File: config.mk
export PLATFORM = sky130hd
export DESIGN_NAME = reset_sequencer_flat
export DESIGN_NICKNAME = d
export VERILOG_FILES = /design/src/rtl/reset_sequencer_if.sv /design/src/rtl/reset_sequencer.sv /design/src/flat_wrapper.sv
export SDC_FILE = /design/constraint.sdc
export NUM_CORES = 1
export LEC_CHECK = 0
export CORE_MARGIN = 3
export CORE_UTILIZATION = 59
export CTS_CLUSTER_DIAMETER = 120
export DETAILED_ROUTE_END_ITERATION = 12
export PLACE_DENSITY = 0.83
export SETUP_SLACK_MARGIN = 0.1
export SYNTH_ARGS = -nofsm -noshare
export SYNTH_HDL_FRONTEND = slang
export SYNTH_SLANG_ARGS = --single-unit
File: constraint.sdc
create_clock -name clk -period 5.35 [get_ports clk]
set_clock_uncertainty 0.2 [all_clocks]
set_input_delay 1.3375 -clock clk [delete_from_list [all_inputs] [get_ports clk]]
set_output_delay 1.3375 -clock clk [all_outputs]
set_load 0.02 [all_outputs]
File: src/rtl/reset_sequencer_if.sv
// Signal bundle between the reset sequencer (master) and the clock/stage side (slave).
interface reset_sequencer_if #(
    parameter int N_STAGES = 3
);
    logic                locked;
    logic                sw_rst_req;
    logic [N_STAGES-1:0] stage_ready;
    logic [N_STAGES-1:0] rst_out;
    logic                seq_done;
    logic                fault;
    logic [2:0]          state_dbg;

    modport master (
        input  locked,
        input  sw_rst_req,
        input  stage_ready,
        output rst_out,
        output seq_done,
        output fault,
        output state_dbg
    );

    modport slave (
        output locked,
        output sw_rst_req,
        output stage_ready,
        input  rst_out,
        input  seq_done,
        input  fault,
        input  state_dbg
    );
endinterface

File: src/rtl/reset_sequencer.sv
// Staged reset sequencer: lock filter, then in-order per-stage reset release gated by stage ready.
// All outputs registered; lock loss reaches the outputs 3 cycles after the locked edge; no backpressure.
module reset_sequencer #(
    parameter int N_STAGES      = 3,
    parameter int LOCK_FILTER   = 16,
    parameter int STAGE_HOLD    = 8,
    parameter int READY_TIMEOUT = 1024,
    parameter int CNT_W         = 11
) (
    input  logic              clk,
    input  logic              rst_n,
    reset_sequencer_if.master bus
);
    localparam int                  IDX_W     = (N_STAGES > 1) ? $clog2(N_STAGES) : 1;
    localparam logic [CNT_W-1:0]    LOCK_LAST = CNT_W'(LOCK_FILTER - 1);
    localparam logic [CNT_W-1:0]    HOLD_LAST = CNT_W'(STAGE_HOLD - 1);
    localparam logic [CNT_W-1:0]    RDY_LAST  = CNT_W'(READY_TIMEOUT - 1);
    localparam logic [CNT_W-1:0]    CNT_ONE   = CNT_W'(1);
    localparam logic [IDX_W-1:0]    K_LAST    = IDX_W'(N_STAGES - 1);
    localparam logic [IDX_W-1:0]    K_ONE     = IDX_W'(1);
    localparam logic [N_STAGES-1:0] ALL_RST   = '1;

    typedef enum logic [2:0] {
        S_WAIT_LOCK = 3'd0,
        S_RELEASE   = 3'd1,
        S_WAIT_RDY  = 3'd2,
        S_RUN       = 3'd3,
        S_FAULT     = 3'd4
    } state_t;

    state_t              state;
    state_t              state_nxt;
    logic [CNT_W-1:0]    cnt;
    logic [CNT_W-1:0]    cnt_nxt;
    logic [IDX_W-1:0]    k;
    logic [IDX_W-1:0]    k_nxt;
    logic                lock_meta;
    logic                locked_s;
    logic                abort;
    logic                rdy_k;
    logic [N_STAGES-1:0] rst_q;
    logic [N_STAGES-1:0] rst_nxt;
    logic                done_q;
    logic                done_nxt;
    logic                fault_q;
    logic                fault_nxt;
    logic [2:0]          dbg_q;

    assign abort         = !locked_s || bus.sw_rst_req;
    assign rdy_k         = bus.stage_ready[k];
    assign bus.rst_out   = rst_q;
    assign bus.seq_done  = done_q;
    assign bus.fault     = fault_q;
    assign bus.state_dbg = dbg_q;

    always_ff @(posedge clk) begin
        if (!rst_n) begin
            lock_meta <= 1'b0;
            locked_s  <= 1'b0;
            state     <= S_WAIT_LOCK;
            cnt       <= '0;
            k         <= '0;
            rst_q     <= ALL_RST;
            done_q    <= 1'b0;
            fault_q   <= 1'b0;
            dbg_q     <= 3'd0;
        end else begin
            lock_meta <= bus.locked;
            locked_s  <= lock_meta;
            state     <= state_nxt;
            cnt       <= cnt_nxt;
            k         <= k_nxt;
            rst_q     <= rst_nxt;
            done_q    <= done_nxt;
            fault_q   <= fault_nxt;
            dbg_q     <= state_nxt;
        end
    end

    // Abort outranks every other transition, including a ready arriving the same cycle.
    always_comb begin
        state_nxt = state;
        cnt_nxt   = cnt;
        k_nxt     = k;
        if (abort) begin
            state_nxt = S_WAIT_LOCK;
            cnt_nxt   = '0;
            k_nxt     = '0;
        end else begin
            case (state)
                S_WAIT_LOCK: begin
                    if (cnt == LOCK_LAST) begin
                        state_nxt = S_RELEASE;
                        cnt_nxt   = '0;
                        k_nxt     = '0;
                    end else begin
                        cnt_nxt = cnt + CNT_ONE;
                    end
                end
                S_RELEASE: begin
                    if (cnt == HOLD_LAST) begin
                        state_nxt = S_WAIT_RDY;
                        cnt_nxt   = '0;
                    end else begin
                        cnt_nxt = cnt + CNT_ONE;
                    end
                end
                S_WAIT_RDY: begin
                    if (rdy_k) begin
                        cnt_nxt = '0;
                        if (k == K_LAST) begin
                            state_nxt = S_RUN;
                        end else begin
                            state_nxt = S_RELEASE;
                            k_nxt     = k + K_ONE;
                        end
                    end else if (cnt == RDY_LAST) begin
                        state_nxt = S_FAULT;
                        cnt_nxt   = '0;
                    end else begin
                        cnt_nxt = cnt + CNT_ONE;
                    end
                end
                S_RUN, S_FAULT: begin
                    state_nxt = state;
                end
                default: begin
                    state_nxt = S_WAIT_LOCK;
                    cnt_nxt   = '0;
                    k_nxt     = '0;
                end
            endcase
        end
    end

    always_comb begin
        rst_nxt   = rst_q;
        done_nxt  = (state_nxt == S_RUN);
        fault_nxt = (state_nxt == S_FAULT);
        if (state_nxt == S_WAIT_LOCK || state_nxt == S_FAULT) begin
            rst_nxt = ALL_RST;
        end else if (state == S_RELEASE && state_nxt == S_WAIT_RDY) begin
            rst_nxt[k] = 1'b0;
        end
    end
endmodule

File: src/flat_wrapper.sv
// flat-port wrapper written by rule: the top's interface ports become plain ports
module reset_sequencer_flat 
#(
    parameter int N_STAGES      = 3,
    parameter int LOCK_FILTER   = 16,
    parameter int STAGE_HOLD    = 8,
    parameter int READY_TIMEOUT = 1024,
    parameter int CNT_W         = 11
)
  (clk, rst_n, bus_locked, bus_sw_rst_req, bus_stage_ready, bus_rst_out, bus_seq_done, bus_fault, bus_state_dbg);
  reset_sequencer_if #(.N_STAGES(N_STAGES)) bus_i ();
  input  logic clk;
  input  logic rst_n;
  input wire logic [$bits(bus_i.locked)-1:0] bus_locked;
  input wire logic [$bits(bus_i.sw_rst_req)-1:0] bus_sw_rst_req;
  input wire logic [$bits(bus_i.stage_ready)-1:0] bus_stage_ready;
  output wire logic [$bits(bus_i.rst_out)-1:0] bus_rst_out;
  output wire logic [$bits(bus_i.seq_done)-1:0] bus_seq_done;
  output wire logic [$bits(bus_i.fault)-1:0] bus_fault;
  output wire logic [$bits(bus_i.state_dbg)-1:0] bus_state_dbg;
  assign bus_i.locked = bus_locked;
  assign bus_i.sw_rst_req = bus_sw_rst_req;
  assign bus_i.stage_ready = bus_stage_ready;
  assign bus_rst_out = bus_i.rst_out;
  assign bus_seq_done = bus_i.seq_done;
  assign bus_fault = bus_i.fault;
  assign bus_state_dbg = bus_i.state_dbg;
  reset_sequencer #(.N_STAGES(N_STAGES), .LOCK_FILTER(LOCK_FILTER), .STAGE_HOLD(STAGE_HOLD), .READY_TIMEOUT(READY_TIMEOUT), .CNT_W(CNT_W)) u_core (.clk(clk), .rst_n(rst_n), .bus(bus_i));
endmodule
* After elaboration in Yosys (flattened, before gate mapping) *
Index checks and enable logic that the tools add are counted.
Widths: inputs -> output; s select.

word-level totals
  register bits after elaboration = 23
  input bits = 7
  output and inout bits = 8
  logic and storage cells = 62

operators by class
  add/subtract/negate cells = 2
  order comparisons = 2
  equality and inequality tests = 14
  multiplexer cells = 20
  bitwise gates (word level) = 4
  reductions and logical operators = 12

operators with widths
  cell                   number
  $mux 11                4
  $pmux 11 s4            1
  $mux 3                 5
  $eq 3x2->1 const B     4
  $pmux 3 s4             1
  $add 11x1->11 const B  1
  $eq 11x10->1 const B   1
  $eq 11x3->1 const B    1
  $eq 11x4->1 const B    1
  $mux 2                 4
  $eq 3x3->1 const B     2
  $logic_not 3->1        2
  $pmux 2 s3             1
  $reduce_or 2->1        3
  $ne 2x1->1 const B     2
  $reduce_and 4->1       1
  $and 3x3->3            1
  $eq 3x1->1 const B     1
  $lt 2x3->1 const B     1
  $not 3->3              1
  $reduce_or 3->1        1
  $add 2x1->2 const B    1
  $bmux 1 s2             1
  $demux 1 s2            1
  8 further kinds        12

* Depth between registers and ports, before layout *
  depth in word-level cells = 8
  depth in mapped cells = 7
  gate-level depth less buffers = 7

* Worst setup path before layout *
Ideal clock, no wire load.

  kind = input to register
  from = in bus_stage_ready[2]
  to = reg u_core.cnt[2]
  setup time = 0.074 ns
  arrival = 2.747 ns
  data required time = 5.076 ns
  path slack = 2.328 ns
  cell stages on the path = 6
  path buffers = 1
  cells stage by stage = mux2_2 -> a22o_1 -> o32ai_2 -> buf_2 -> nand2_1 -> a31oi_1

between the ends
  cells in the longest elaborated chain, start to end = 4

RTL lines
  what                          line                    RTL
  from (decl)                   flat_wrapper.sv:16      input wire logic [$bits(bus_i.stage_ready)-1:0] bus_stage_ready;
  $bmux 1 s2                    reset_sequencer.sv:50   assign rdy_k = bus.stage_ready[k];
  $mux 1 (implied by the code)  reset_sequencer.sv:50
  $mux 11                       reset_sequencer.sv:109  if (rdy_k) begin
  $pmux 11 s4                   reset_sequencer.sv:90   case (state)
  to (signal assigned)          reset_sequencer.sv:71   cnt <= cnt_nxt;
  to (decl)                     reset_sequencer.sv:33   logic [CNT_W-1:0] cnt;

Every way passes these cells. The select of a mux whose other input is x is not followed.
A chain may end at the register's enable or synchronous reset.

* Final worst setup path *
  from = in bus_stage_ready[2]
  to = reg u_core.cnt[5]

Same word-level chain as after synthesis.

==> run summary <==
Max Slew Vio Count: 0
ANT nets after route: 0
VDD IR max: 141 uV
Critical Path End Type: register
Vias per inst: 6.13
Family with the most delay on the worst path: compound AO/OA/AOI/OAI gates
Via count: 1201
Clock-pin slew on the worst setup and hold paths: 120 ps
Crit path DAT: 3590 ps
Drt pass-1 iters: 4
Post-synthesis async set-or-reset flop share: 0%
Status: finished, final reports clean
First-pass GRT wire length: 4.90 mm
Resized Gates After CTS: 0
Syn_area_per_cell: 8.42 um^2
List of most frequent post-synthesis cells: dfxtp_1, nor2_1, nand2_1, a31oi_1, nand3_1
WHS Endpoint: u_core.locked_s
Leakage: 0.000493 uW
Number of DRC markers in iteration 0: 45
Min Tclk post-route: 3550 ps
Vias in the first global route: 1125
Mapped Cells: 157
CP bufs+invs: 1
Worst reg-to-reg setup slack: 2740 ps
Worst r2r src: u_core.k[1]
Post-CTS setup buffers: 0
Fin crit share: 66.3%
Core Area: 2040 um^2
Finished layout cell area: 1470 um^2
CTS Buf Count: 3
Sink Count: 23
Max clock buf depth: 2
Most frequent cell after synthesis: dfxtp_1
Pwr dens: 177 nW/um^2
Unrepaired setup endpoints after global routing: false
IO Pins: 15
Post-synth top area share: 34.8%
CTS tree: yes
H-tree depth: 1
Seq/Total Area, Yosys: 34.8%
DP HPWL: 2.10 mm
Fmax: 282 MHz
Hold Buf Count CTS: 0
CP max FO: 16
Net Count, Synth: 168
Max stage delay on crit path: 870 ps
Hold Path Stages: 1
Synth area leaders: dfxtp_1, nor2_1, a31oi_1
Final setup fails: 0
Synthesized cell area: 1320 um^2
Reg2Reg Depth: 5
Hold WC Path Type: register to register
Hold_sp: u_core.lock_meta
Slew Limit Headroom: 34.8%
Crit path launch type: input port
Antenna Cells: 0
#FFs+latches synth: 23
Clk_lat worst skew: 310 ps
Area growth from synthesis to layout: 11.0%
CTS Root Cell: clkbuf_4
Max-cap violations: 0
Fin Setup TNS: 0 ps
GRT Util Overall: 23.2%
Port bufs: 14
DRC errors left: 0
Initial antenna violation count: 0
Row cnt: 16
Synth warnings: 0
Fraction of layout cells with a size suffix above 1: 9.47%
Die ar.: 2850 um^2
Worst Tran Pin Value: 978 ps
Synth unique cells: 47
Largest area contributor in the netlist: dfxtp_1
GRT overflow: 0
# fillers: 180
Post-layout nets: 181
Crit Path Category: input port to register
Placed Area: 1440 um^2
CP cell instances: clkdlybuf4s50_1, mux2_2, a22o_1, o32ai_2, o211ai_1, a31oi_1
Drt wl/cell: 14.4 um
Final WL: 2.83 mm
Critical-path top delay cell: o32ai_2
Gpl congestion: 0.887
Starting Density: 64.8%
Required time of the critical path: 5390 ps
Largest net degree at the start of global routing: 17
RR Endpoint: u_core.cnt[5]
Die span in x: 53.3 um
Number of synthesized flops with an enable pin: 0
Post-synth top flop: dfxtp_1
Die H: 53.3 um
Final Hold Fails: 0
## layer usage
layer / vias up / GRT usage (%) / wire length, um
met5: - / 0 / 0
met1: 556 / 29.6 / 1310
met4: 0 / 9.36 / 40
met2: 41 / 38.6 / 1290
met3: 5 / 3.10 / 184
li1: 599 / - / -
## area by class of cell
class / count / area, um^2 / share of cell area [%]
flip-flops and latches: 23 / 460 / 31.4
inverters: 5 / 18.8 / 1.28
multi-input cells: 123 / 788 / 53.7
clock buffers: 4 / 26.3 / 1.79
well taps: 27 / 33.8 / 2.30
repair buffers: 14 / 140 / 9.55
## power by group
part	internal [uW]	total, uW	switching (uW)
clock network	29.1	78.7	49.6
logic	5.82	9.40	3.58
registers	172	172	0.293
## metrics by stage
| step | hold slack (ps) | utilization (%) | instances | setup WS (ps) | power, uW |
|---|---|---|---|---|---|
| 3_5_place_dp | 238 | 70.6 | 192 | 1500 | 185 |
| 2_1_floorplan | 212 | - | 157 | 2330 | 180 |
| 5_1_grt | 295 | 71.9 | 196 | 1550 | 270 |
| 4_1_cts | 271 | 71.9 | 196 | 1810 | 263 |
| 6_report | 260 | 71.9 | 196 | 1800 | 260 |
| 3_3_place_gp | 224 | 70.6 | 192 | 1610 | 185 |
## worst max path at each step
stage | startpoint | to | slack, ps | depth (start not counted)
6_report | bus_stage_ready[2] | u_core.cnt[5] | 1800 | 6
3_3_place_gp | bus_stage_ready[2] | u_core.cnt[5] | 1610 | 6
2_1_floorplan | bus_stage_ready[2] | u_core.cnt[2] | 2330 | 6
3_5_place_dp | bus_stage_ready[2] | u_core.cnt[5] | 1500 | 6
4_1_cts | bus_stage_ready[2] | u_core.cnt[5] | 1810 | 6
5_1_grt | bus_stage_ready[2] | u_core.cnt[9] | 1550 | 6
## placed cells by master, fill, tap and decap left out, types with 3 or more instances in the layout
master	count
nor3_1	4
nand3_1	7
o21ai_0	3
and2b_2	3
nor4_1	3
nand2_1	16
and2_1	4
clkbuf_4	3
a2bb2oi_1	3
o31ai_1	4
a21oi_1	5
clkdlybuf4s50_1	14
ha_1	4
dfxtp_1	23
inv_1	5
a31oi_1	10
nor2_1	19
nand2b_1	3
## state kept, by name, indices dropped and copies added, names as in the netlist
signal / cells
u_core.lock_meta: 1
u_core.bus.state_dbg: 3
u_core.k: 2
u_core.locked_s: 1
u_core.bus.fault: 1
u_core.bus.rst_out: 3
u_core.bus.seq_done: 1
u_core.cnt: 11
## worst register-to-register path, delay by kind of cell (launching register included)
kind,cells,cell delay [ps]
AOI/OAI and AO/OA,4,1570
DFF,1,400
muxes,1,380
## cell families (layout without fill, tap and decap cells)
logic type,after synthesis,after routing,share of synthesized area (%)
compound gates,39,39,21.5
mux,4,4,3.22
simple gates,74,74,29.8
xor+xnor,2,2,1.32
fa+ha+maj,4,4,3.78
buf+inv,11,23,5.58
flops,23,23,34.8
Note: power is estimated with default switching activity, not from simulation.
